File: src/rtl/sum_block_accumulator.sv
// sum_block_accumulator
//
// Takes the 8-bit sums from the adder stage and collects them into blocks of
// BLOCK_LEN samples. Each block produces a saturating total, an average
// (total >> log2(BLOCK_LEN)) and a flag that says whether the total clamped.
// The result is offered on a valid/ready port. A wrapping counter records how
// many results the consumer has taken.
//
// Ports:
//   clk         rising-edge clock
//   rst         synchronous active-high reset, has priority over everything
//   clear       synchronous abort of the block in progress or of a pending result
//   in_valid    a sample is present on in_data
//   in_ready    the block can take a sample this cycle (combinational)
//   in_data     sum sample from the adder stage
//   out_valid   a block result is available
//   out_ready   the consumer takes the result this cycle
//   out_total   saturated block total
//   out_avg     out_total >> log2(BLOCK_LEN), low DATA_W bits
//   out_sat     the total saturated during this block
//   blocks_done count of results taken, wraps 255 -> 0
//
// DATA_W must not exceed ACC_W. BLOCK_LEN must be a power of two, 2..128.

module sum_block_accumulator #(
    parameter int DATA_W    = 8,
    parameter int ACC_W     = 10,
    parameter int BLOCK_LEN = 8
) (
    input  logic              clk,
    input  logic              rst,
    input  logic              clear,
    input  logic              in_valid,
    output logic              in_ready,
    input  logic [DATA_W-1:0] in_data,
    output logic              out_valid,
    input  logic              out_ready,
    output logic [ACC_W-1:0]  out_total,
    output logic [DATA_W-1:0] out_avg,
    output logic              out_sat,
    output logic [7:0]        blocks_done
);

    localparam int SHIFT = $clog2(BLOCK_LEN);
    localparam int CNT_W = SHIFT;
    localparam int SUM_W = ACC_W + 1;
    localparam logic [ACC_W-1:0] ACC_MAX  = '1;
    localparam logic [CNT_W-1:0] LAST_IDX = CNT_W'(BLOCK_LEN - 1);

    typedef enum logic {
        ACCUM = 1'b0,
        HOLD  = 1'b1
    } state_t;

    state_t           state;
    logic [ACC_W-1:0] acc;
    logic [CNT_W-1:0] count;
    logic             sat;

    logic [SUM_W-1:0] sum_wide;
    logic [ACC_W-1:0] next_acc;
    logic             next_sat;
    logic             accept;

    // clear blocks acceptance in the same cycle, so an aborted block never
    // swallows the sample that was on the bus when it was aborted.
    assign in_ready = (state == ACCUM) && !clear;
    assign accept   = in_valid && in_ready;

    // The sum is formed one bit wider than the accumulator. The carry bit then
    // shows directly whether the unclamped sum went past ACC_MAX.
    // NOTE: every output of this block gets a value on every path, so no latch is inferred.
    always_comb begin
        sum_wide = {1'b0, acc} + SUM_W'(in_data);
        next_acc = sum_wide[ACC_W] ? ACC_MAX : sum_wide[ACC_W-1:0];
        next_sat = sat | sum_wide[ACC_W];
    end

    // NOTE: state is written with non-blocking assignments, so every branch reads pre-edge values.
    always_ff @(posedge clk) begin
        if (rst) begin
            state       <= ACCUM;
            acc         <= '0;
            count       <= '0;
            sat         <= 1'b0;
            out_valid   <= 1'b0;
            out_total   <= '0;
            out_avg     <= '0;
            out_sat     <= 1'b0;
            blocks_done <= 8'd0;
        end else begin
            case (state)
                ACCUM: begin
                    if (clear) begin
                        acc   <= '0;
                        count <= '0;
                        sat   <= 1'b0;
                    end else if (accept) begin
                        if (count == LAST_IDX) begin
                            // The last sample goes straight into the result
                            // registers. The accumulator restarts clean, so the
                            // sticky flag never leaks into the next block.
                            out_total <= next_acc;
                            out_avg   <= DATA_W'(next_acc >> SHIFT);
                            out_sat   <= next_sat;
                            out_valid <= 1'b1;
                            state     <= HOLD;
                            acc       <= '0;
                            count     <= '0;
                            sat       <= 1'b0;
                        end else begin
                            acc   <= next_acc;
                            count <= count + 1'b1;
                            sat   <= next_sat;
                        end
                    end
                end

                HOLD: begin
                    // clear wins over a same-cycle handshake. The abandoned
                    // result is therefore not counted as delivered.
                    if (clear) begin
                        out_valid <= 1'b0;
                        state     <= ACCUM;
                    end else if (out_valid && out_ready) begin
                        out_valid   <= 1'b0;
                        blocks_done <= blocks_done + 8'd1;
                        state       <= ACCUM;
                    end
                end

                default: state <= ACCUM;
            endcase
        end
    end

endmodule

File: config.mk
export PLATFORM = sky130hd
export DESIGN_NAME = sum_block_accumulator
export DESIGN_NICKNAME = d
export VERILOG_FILES = /design/src/rtl/sum_block_accumulator.sv
export SDC_FILE = /design/constraint.sdc
export NUM_CORES = 1
export LEC_CHECK = 0
export CAP_MARGIN = 5
export CORE_AREA = 10 10 66 90
export CTS_CLUSTER_DIAMETER = 100
export DETAILED_ROUTE_END_ITERATION = 8
export DIE_AREA = 0 0 76 100
export PLACE_DENSITY = 0.8
export SLEW_MARGIN = 5
export SYNTH_ARGS = -nofsm -noshare
export SYNTH_HDL_FRONTEND = slang
export SYNTH_SLANG_ARGS = --single-unit
File: constraint.sdc
create_clock -name clk -period 3.1 [get_ports clk]
set_input_delay 0.93 -clock clk [delete_from_list [all_inputs] [get_ports clk]]
set_output_delay 0.93 -clock clk [all_outputs]
set_load 0.05 [all_outputs]
==> results.md <==
* Initial core utilization at 0.4255
* Comb power frac at 0.135
* Critical path arrival at 3000 ps
* Net Sw Frac at 0.2648
* Req. time, crit path at between 3000 and 4000 ps
* CTS tree: done
* I/O pin count at 42
* Syn Nets at approximately 240
* Chip width at 76 um
* Critical Path Source Type: input port
* CP Capture Type: register
* Via density at approximately 5.3
* I/O Buffers at 40
* Slew headroom at 0.6481
* Synth warn at 0
* GRT Residual Overflow at 0
* DR WL/cell at 14.32 um
* Critical Path Source: in_data[0]
* P per Cell Area at 369.9 nW/um2
* Most frequent cells after synthesis: dfxtp_1 (35), nor2_1 (28), nand2_1 (17), a21oi_1 (15), o21ai_0 (12)
* Synth unique cells at 48
* # resized after CTS at 0
* DRC viols at 0
* Placed Cells incl. Taps at roughly 320
* Clock power frac at 0.358
* Cell area after synthesis at 1868 um2
* Sequential fraction of the synthesis area at 0.3751
* CTS Sinks at 35
* WL final at 4.639 mm
* Crit Path Max Fanout at 4
* Vias at 1709
* Final antenna-violating net count at 0
* Rows at 29
* Synth area leaders: dfxtp_1 (38%), ha_1 (7.4%), nor2_1 (5.6%)
* Synth Flop Type: dfxtp_1
* FF-to-FF Start: acc[0]
* Top-count cell post-synth: dfxtp_1
* Area of the multi-input gates at 1057 um2
* Final Non-Filler Cells at 324
* Total of max-cap violations at 0
* Largest net degree at the start of global routing at 24
* Worst Tran Pin Value at 526.2 ps
* Post-Syn Area per Cell at a little under 9 um2
* Worst Skew at ~4 ps
* WHS at 465.1 ps
* Area share of the leading cell type in the synthesized netlist at 0.3751
* Register clock-pin slew on the reported worst setup and hold paths at 70 ps
* Setup ws final at about 280 ps
* Cts bufs inserted at 5
* CP top delay family: compound AO/OA/AOI/OAI gates
* Antenna violations before repair at 0
* Final net count at 286
* Period Utilization, post-route at 0.9093
* Final Setup Violations at 0
* CTS max path bufs at 2
* Placed Area at 2362 um2
* Max Slew Vio Count at 0
* FF+latch count, synth at 35
* Kind of critical path: in2reg
* Lkg Pwr at 0.9419 nW
* Syn Inst Count at 216
* WP depth at 8
* Slowest CP cell: clkdlybuf4s50_1
* GP Congestion at 0.9150
* Vias in the first global route at 1719
* Initial drt markers at 85
* Worst-path cell chain: clkdlybuf4s50_1, ha_1, fa_1, a211oi_1, o21a_2, o21a_1, nor3_1, a2111oi_1
* R2R Path End: out_total[8]
* Reg area at 700.7 um2
* Share of layout cells above drive strength 1 at 0.1107
* Hold buffers post-CTS at 0
* Reg2Reg Setup Slack at approximately 1100 ps
* # fillers at 412
* Post-route cell area at 2446 um2
* Sw Pwr at between 200 and 250 uW
* DIE HEIGHT at 100 um
* CTS Root Cell: clkbuf_8
* Pre-antenna DRT Iters at 4
* Hold Vio Cnt, Final at 0
* Async set-reset flop share out of synthesis at 0
* N_diodes at 0
* Fmax at 0.3548 GHz
* Post-CTS Setup Inserts at 0
* RSZ-0062 raised after global routing: no
* Number of synthesized flops with an enable pin at 0
* Slowest cell delay on critical path at 420 ps
* Synth area leader: dfxtp_1
* Global-route wire length before repair at 7.714 mm
* Crit path buffers/inverters at 1
* DP HPWL at 3.692 mm
* Cell Int Power at 665.2 uW
* GRT Overall Usage at 0.1218
* Layout area overhead at 30.94%
* Min Clock Period, post-route at between 2000 and 3000 ps
* Total Die Area at 7600 um2
* End of the critical path: out_total[8]
* TNS Setup at 0 ps
* Worst Hold Class: reg2reg
* Skew-Pair Late Insertion Delay at around 290 ps
* Pre-CTS WS at -1.687 ps
* Status: completed
* CORE AREA at 4390 um2
* CTS H-tree lvls at 2
* Cells on worst reg2reg path at 7
* Reg power frac at 0.507
* VDD IR max at 342.6 uV
[layout by cell type, fill, tap and decap left out, types with 2 or more instances in the layout]
cell | Yosys | layout
and3_1 | 2 | 2
ha_1 | 11 | 11
a32oi_1 | 2 | 2
mux2i_1 | 2 | 2
and4b_1 | 2 | 2
nor3_1 | 11 | 11
a21oi_1 | 15 | 15
a211oi_1 | 5 | 5
nand3_1 | 5 | 5
a21o_1 | 2 | 2
nor2_1 | 28 | 28
clkbuf_8 | 0 | 5
clkinv_2 | 0 | 3
xnor2_1 | 5 | 5
dfxtp_1 | 35 | 35
nand2_1 | 17 | 17
nand2b_1 | 2 | 2
xor2_1 | 6 | 6
nand4_1 | 4 | 4
buf_4 | 9 | 14
nand3b_1 | 2 | 2
inv_1 | 3 | 3
o211ai_1 | 2 | 2
and4_1 | 2 | 2
clkdlybuf4s50_1 | 0 | 39
o21ai_0 | 12 | 12
nor2b_1 | 4 | 4
[logic make-up after synthesis]
| family | Yosys count | synth area share |
|---|---|---|
| and+or+nand+nor | 84 | 0.2284 |
| AOI/OAI and AO/OA | 52 | 0.1889 |
| DFF | 35 | 0.3751 |
| buffers and inverters | 19 | 0.05894 |
| adders and majority gates | 12 | 0.08439 |
| xor gates and xnor gates | 11 | 0.05157 |
| muxes | 2 | 0.01072 |
| other | 1 | 0.002007 |
[final cells by class]
cell class / count / share of cell area
Clock buffer: 5 / 0.02813
Clock inverter: 3 / 0.006138
Inverter: 3 / 0.004604
Multi-Input combinational cell: 162 / 0.4322
Sequential cell: 35 / 0.2864
Tap cell: 62 / 0.03171
Timing Repair Buffer: 54 / 0.2107
[flip-flops by register name (all words and copies together), names as in the netlist]
| name | cells |
|---|---|
| acc | 10 |
| out_total | 10 |
| blocks_done | 8 |
| count | 3 |
| out_sat | 1 |
| out_valid | 1 |
| sat | 1 |
| state | 1 |
[worst min path at each step]
stage,start,to,slack [ps],cells after the start
after floorplan,acc[3],acc[3],430,2
after global placement,acc[0],acc[0],450,2
after detailed placement,acc[5],acc[5],460,2
after CTS,acc[2],acc[2],470,2
after global routing,acc[0],acc[0],500,2
final,acc[2],acc[2],470,2
[power by group through the flow]
stage	registers (mW)	logic, mW	clock network [mW]
global placement	0.469	0.119	0
floorplan	0.468	0.0686	0
detailed placement	0.469	0.121	0
finish	0.459	0.122	0.324
CTS	0.459	0.122	0.327
global route	0.459	0.134	0.346
[worst register-to-register path, delay by kind of cell, from the launching register on]
family                     cells  cell delay [ps]
AOI/OAI and AO/OA              4              980
adders and majority gates      2              580
DFF                            1              320
and+or+nand+nor                1               50
[per-layer routing]
metal	vias up	wire, um	global-route usage
li1	854	-	-
met1	792	1822	0.1174
met2	50	2357	0.2192
met3	13	272	0.04383
met4	0	187	0.07164
met5	-	0	0
[stage by stage]
step | power, mW | util
2_1_floorplan | 0.5365 | -
3_3_place_gp | 0.5874 | 0.5380
3_5_place_dp | 0.5901 | 0.5380
4_1_cts | 0.9080 | 0.5571
5_1_grt | 0.9390 | 0.5571
6_report | 0.9048 | 0.5571
(Power assumes the default switching activity.)
